File: src/rtl/if_id_frontend.sv
// rtl/if_id_frontend.sv - MIPS fetch PC, next-PC selection, jr forwarding/hazard and IF/ID register
module if_id_frontend #(
    parameter logic [31:0] RESET_PC  = 32'h0000_0000,
    parameter logic [31:0] NOP_INSTR = 32'h0000_0000
) (
    input  logic        clk,
    input  logic        reset,
    input  logic [31:0] Instruction,
    output logic [31:0] PC,
    input  logic [1:0]  ID_rs_Src,
    input  logic [31:0] RF_rs_data,
    input  logic [31:0] EX_ALUOut,
    input  logic [31:0] MEM_ALUOut,
    input  logic [31:0] WB_data,
    input  logic        ID_Jump,
    input  logic        ID_JumpReg,
    input  logic        EX_MemRead,
    input  logic [4:0]  EX_rd,
    input  logic        MEM_MemRead,
    input  logic [4:0]  MEM_rd,
    input  logic        Hazard_stall,
    input  logic        EX_Branch_taken,
    input  logic [31:0] EX_Branch_target,
    output logic [31:0] IFID_Instruction,
    output logic [31:0] IFID_PC_plus4,
    output logic [4:0]  ID_rs,
    output logic [31:0] ID_rs_fwd,
    output logic        ID_Flush
);

    logic [31:0] pc_q, pc_d;
    logic [31:0] instr_q, instr_d;
    logic [31:0] pc4_q, pc4_d;
    logic [31:0] pc_plus4;
    logic [31:0] j_target;
    logic        jr_stall;
    logic        stall;

    assign PC               = pc_q;
    assign IFID_Instruction = instr_q;
    assign IFID_PC_plus4    = pc4_q;
    assign ID_rs            = instr_q[25:21];
    assign pc_plus4         = pc_q + 32'd4;
    assign j_target         = {pc4_q[31:28], instr_q[25:0], 2'b00};

    always_comb begin
        unique case (ID_rs_Src)
            2'b11:   ID_rs_fwd = EX_ALUOut;
            2'b10:   ID_rs_fwd = MEM_ALUOut;
            2'b01:   ID_rs_fwd = WB_data;
            default: ID_rs_fwd = RF_rs_data;
        endcase
    end

    // jr reads rs in ID, so a pending load in EX or MEM cannot be forwarded yet
    assign jr_stall = ID_JumpReg &&
                      ((EX_MemRead  && (EX_rd  != 5'd0) && (EX_rd  == ID_rs)) ||
                       (MEM_MemRead && (MEM_rd != 5'd0) && (MEM_rd == ID_rs)));
    assign stall    = Hazard_stall | jr_stall;
    assign ID_Flush = EX_Branch_taken | stall;

    always_comb begin
        pc_d    = pc_q;
        instr_d = instr_q;
        pc4_d   = pc4_q;
        if (EX_Branch_taken) begin
            pc_d    = EX_Branch_target;
            instr_d = NOP_INSTR;
            pc4_d   = 32'd0;
        end else if (!stall) begin
            if (ID_JumpReg) begin
                pc_d    = ID_rs_fwd;
                instr_d = NOP_INSTR;
                pc4_d   = 32'd0;
            end else if (ID_Jump) begin
                pc_d    = j_target;
                instr_d = NOP_INSTR;
                pc4_d   = 32'd0;
            end else begin
                pc_d    = pc_plus4;
                instr_d = Instruction;
                pc4_d   = pc_plus4;
            end
        end
    end

    always_ff @(posedge clk or posedge reset) begin
        if (reset) begin
            pc_q    <= RESET_PC;
            instr_q <= NOP_INSTR;
            pc4_q   <= 32'd0;
        end else begin
            pc_q    <= pc_d;
            instr_q <= instr_d;
            pc4_q   <= pc4_d;
        end
    end

endmodule

File: config.mk
export PLATFORM = sky130hd
export DESIGN_NAME = if_id_frontend
export DESIGN_NICKNAME = d
export VERILOG_FILES = /design/src/rtl/if_id_frontend.sv
export SDC_FILE = /design/constraint.sdc
export NUM_CORES = 1
export LEC_CHECK = 0
export CAP_MARGIN = 40
export CORE_AREA = 2 2 136 138
export CTS_CLUSTER_SIZE = 8
export DETAILED_ROUTE_END_ITERATION = 8
export DIE_AREA = 0 0 138 140
export PLACE_DENSITY_LB_ADDON = 0.25
export REMOVE_ABC_BUFFERS = 1
export SLEW_MARGIN = 10
export SYNTH_ARGS = -nofsm -noshare
export SYNTH_HDL_FRONTEND = slang
export SYNTH_SLANG_ARGS = --single-unit
File: constraint.sdc
create_clock -name clk -period 3.4 [get_ports clk]
set_input_delay 0.68 -clock clk [delete_from_list [all_inputs] [get_ports clk]]
set_output_delay 0.68 -clock clk [all_outputs]
set_load 0.05 [all_outputs]
* Word-level counts from Yosys, hierarchy flattened
Index checks and enable logic that the tools add are counted.
Operators by class: $add $sub $neg 1, eq/ne operators 6, multiplexer cells 13, bitwise logic cells 2, reduce and logical (&&, ||, !) cells 8
Operators by type and width (number):
- $mux W32 | 12
- $pmux W32 S3 | 1
- $add A32 B3 Y32 const B | 1
- $eq A5 B5 Y1 | 2
- $reduce_bool A5 Y1 | 2
- $logic_and A1 B1 Y1 | 5
- $eq A2 B2 Y1 const B | 2
- $eq A2 B1 Y1 const B | 1
- $ne A2 B2 Y1 const B | 1
- $or A1 B1 Y1 | 2
- $logic_or A1 B1 Y1 | 1
Storage, ports and cells: flip-flop bits (word level) 96, input bits 212, output and inout bits 134, word-level logic and storage cells 33

* Depth between registers and ports, before layout
depth after elaboration 8, depth in mapped cells 9, gate-level depth less buffers 7

* Worst setup path after synthesis
No wires, ideal clock.
path kind reg2out, from reg instr_q[22], in the netlist IFID_Instruction[22], to out ID_Flush, data arrival time 2103 ps, data required time 2720 ps, setup slack 617 ps, stages on the path, launching flop included 7, buffers on the path 1, path through dfrtp_1 > or4_1 > a21oi_2 > nor4_1 > nor2_1 > buf_2 > nand2_1
Between the ends: cells in the longest elaborated chain, start to end 6, elaborated cells on any way between the ends 8, classes of those cells eq/ne: 2; bitwise: 2; reduce/logical: 4
Ends and longest elaborated chain:
- start: declaration | RTL line 32 | logic [31:0] instr_q, instr_d;
- start signal: assignment | RTL line 94 | instr_q <= instr_d;
- $eq A5 B5 Y1, on equally long branches | RTL line 57, 58
- $logic_and A1 B1 Y1, on equally long branches | RTL line 57, 58
- $logic_or A1 B1 Y1 * | RTL line 57 | ((EX_MemRead && (EX_rd != 5'd0) && (EX_rd == ID_rs)) ||
- $logic_and A1 B1 Y1 * | RTL line 56 | assign jr_stall = ID_JumpReg &&
- $or A1 B1 Y1 * | RTL line 59 | assign stall = Hazard_stall | jr_stall;
- $or A1 B1 Y1 * | RTL line 60 | assign ID_Flush = EX_Branch_taken | stall;
- end: declaration | RTL line 28 | output logic ID_Flush
Mark *: on every way between the ends. The rest lies on a longest branch, timed or not.

* Final worst setup path
from in ID_JumpReg, to out ID_Flush
Between the ends: cells in the longest elaborated chain, start to end 3
Ends and longest elaborated chain:
- start: declaration | RTL line 16 | input logic ID_JumpReg,
- $logic_and A1 B1 Y1 | RTL line 56
- $or A1 B1 Y1 | RTL line 59
- $or A1 B1 Y1 | RTL line 60
Every way passes these cells.

==> metrics.md <==
| Metric | Value |
|---|---|
| Setup-failing EPs final | 0 |
| Relative slew slack | 0.518 |
| TritonCTS clock tree | built |
| Setup bufs post-CTS | 0 |
| Maxcap violations | 0 |
| # IOs | approximately 350 |
| Initial DRC Count | roughly 520 |
| Post-cts resize count | 0 |
| Cell area after layout | 10100 um^2 |
| Vias in the first global route | 6675 |
| Worst Skew | 4.51 ps |
| Filler instances | between 1500 and 2000 |
| Initial antenna violation count | 0 |
| Ant diodes | 0 |
| CP arrival | 2300 ps |
| Slew @ Worst Pin | 713 ps |
| CP Max Fanout | 3 |
| Inserted Clock Buffers | 9 |
| Final Cycle Share | 0.876 |
| DP Area | roughly 9800 um^2 |
| Worst vdd ir | 257 uV |
| Hpwl dp | about 19000 um |
| Simple logic cell fraction of the synthesized area | 0.179 |
| Sw power | roughly 1.4 mW |
| Mean cell area of the mapped netlist | 9.07 um^2 |
| Total grt overflow | 0 |
| Routability congestion estimate | between 0.8 and 0.9 |
| Seq cells post-synth | 96 |
| Core Rows | around 50 |
| Die H | approximately 140 um |
| Area grow syn2layout | 62.2% |
| Hold WC Path Type | reg -> reg |
| Routed WL | roughly 25000 um |
| Critical Path Sink Type | primary output |
| Area of the multi-input gates | 3500 um^2 |
| Ys Warns | 0 |
| RSZ-0062 raised after global routing | false |
| Largest net degree at the start of global routing | 54 |
| Largest family of logic cells by synthesized area | compound AO/OA/AOI/OAI gates |
| Register area | 2400 um^2 |
| Vias | 6657 |
| Nets@finish | 1218 |
| Reg clk slew, reported paths | 70 ps |
| Post-route ant nets | 0 |
| Total chip power | approximately 3.8 mW |
| Sum Neg Setup Slack | 0 ps |
| Cell Area, Synth | 6250 um^2 |
| CP Launch Type | primary input |
| Max Slew Vio Count | 0 |
| Synth async-reset ratio | 1.00 |
| Layout cells sized above 1 | 0.120 |
| Final count of hold timing violations | 0 |
| CTS Root Cell | clkbuf_16 |
| Drt via density | about 5.4 |
| First-pass GRT wire length | roughly 40000 um |
| Complex-gate fraction of the synthesized area | 0.206 |
| Die Area | between 15000 and 20000 um^2 |
| Sw Share | 0.357 |
| Ys flop type | dfrtp_1 |
| Clock buffer depth | 2 |
| Post-Synth Adder-Cell Area | 0.00200 |
| Cell Pwr Density | about 380 nW/um^2 |
| Cells after synthesis | 689 |
| Mean routed wirelength per cell | slightly above 20 um |
| Register area share after synthesis | 0.385 |
| Minimum clock period | roughly 3000 ps |
| Synth Area in XOR/XNOR | 0.0505 |
| Crit path kind | in -> out |
| Number of synthesized flops with an enable pin | 0 |
| Die width | approximately 140 um |
| Cell-internal power | about 2.5 mW |
| GRT Total Usage | 0.258 |
| Initial Utilization | 0.351 |
| Mux cell area share after synthesis | 0.120 |
| Gate power share | 0.367 |
| CP Data Required Time | around 2700 ps |
| Hold slack final | 477 ps |
| Unique masters post-synth | approximately 60 |
| Reg power frac | 0.348 |
| IO buf count | 345 |
| # hold bufs at CTS | 0 |
| H-tree Lvls | 3 |
| Fmax | 336 MHz |
| Pleak | 3.93 nW |
| Status | complete, no violations |
| Sink Count | 96 |
| DRC Markers | 0 |
| Core Area | 17800 um^2 |
| Clock power share | 0.285 |
| DRT Pass-1 Iters | 5 |
| Skew-Pair Late Insertion Delay | around 350 ps |
[sequential cells by signal (all words and copies together) (netlist names)]
signal	cells
IFID_Instruction	32
PC	32
IFID_PC_plus4	32
[power groups by stage]
stage / Combinational (mW) / Clock, mW / Sequential (mW)
2_1_floorplan: 0.486 / 0 / 1.60
3_3_place_gp: 1.40 / 0 / 1.35
3_5_place_dp: 1.41 / 0 / 1.35
4_1_cts: 1.41 / 1.11 / 1.33
5_1_grt: 1.48 / 1.15 / 1.35
6_report: 1.40 / 1.09 / 1.33
[logic make-up after synthesis]
logic type	count (synthesis)
AOI/OAI and AO/OA	201
DFF	96
buffers and inverters	71
muxes	35
and+or+nand+nor	249
adders and majority gates	1
xor gates and xnor gates	36
[layout make-up]
class	instances	area share
timing repair buffer	368	0.356
multi-input combinational	522	0.345
clock buffer	9	0.0222
clock inverter	6	0.00840
inverter	8	0.00321
sequential	96	0.237
tap	229	0.0283
[cell usage after synthesis (9+ instances only)]
cell / n / share of area
buf_2: 20 / 0.016
mux4_2: 32 / 0.12
xor2_1: 14 / 0.020
nand3_1: 13 / 0.010
nand2_1: 136 / 0.082
a22oi_1: 10 / 0.012
o21ai_0: 78 / 0.062
clkbuf_1: 23 / 0.014
dfrtp_1: 96 / 0.38
xnor2_1: 22 / 0.031
o31ai_1: 20 / 0.024
a21oi_1: 30 / 0.024
o22ai_1: 9 / 0.0090
nor2_1: 40 / 0.024
nor3_1: 12 / 0.0096
[worst paths after layout]
path                                              start                                to  slack, ps  cells after the start
setup reg to reg                      PC[2]$_DFFE_PP0P_     IFID_PC_plus4[30]$_DFFE_PP0P_        850                      7
max in group asynchronous                         reset  IFID_Instruction[25]$_DFFE_PP0P_       2010                      3
hold reg to reg            IFID_PC_plus4[9]$_DFFE_PP0P_      IFID_PC_plus4[9]$_DFFE_PP0P_        480                      2
hold / removal             IFID_PC_plus4[9]$_DFFE_PP0P_      IFID_PC_plus4[9]$_DFFE_PP0P_        480                      2
min in group asynchronous                         reset  IFID_Instruction[31]$_DFFE_PP0P_        680                      2
setup / recovery                             ID_JumpReg                          ID_Flush        420                      6
[cell usage in the layout (no fill, tap or decap), drive strengths merged, types with 6 or more instances in the layout]
master and n:
o22a 8, nor3 13, buf 59, dfrtp 96
a22oi 10, a21oi 31, nand2 136, and2 6
clkbuf 9, clkdlybuf4s50 309, o22ai 9, o21ai 81
and4 7, nor2 40, nand3 13, and3 7
xnor2 22, inv 7, nor4 8, mux4 32
o31ai 22, xor2 14
[critical path, stage by stage]
cell and delay, ps:
clkdlybuf4s50_1 480, clkinv_1 170, nor4_1 550, nor2_1 130
nand2_1 130, buf_12 150
[layer usage]
metal	vias to the layer above	track usage	share of wire
li1	3148	-	-
met1	3231	0.342	0.43
met2	246	0.437	0.50
met3	32	0.0482	0.052
met4	0	0.0666	0.019
met5	-	0	0
[stage by stage]
step / utilization / std cells / setup WS, ps
after global placement: 0.553 / 1223 / 429
after global routing: 0.570 / 1238 / 322
final: 0.570 / 1238 / 421
after floorplan: - / 626 / -1310
after detailed placement: 0.553 / 1223 / 422
after CTS: 0.570 / 1238 / 431
Note: power is estimated with default switching activity, not from simulation.
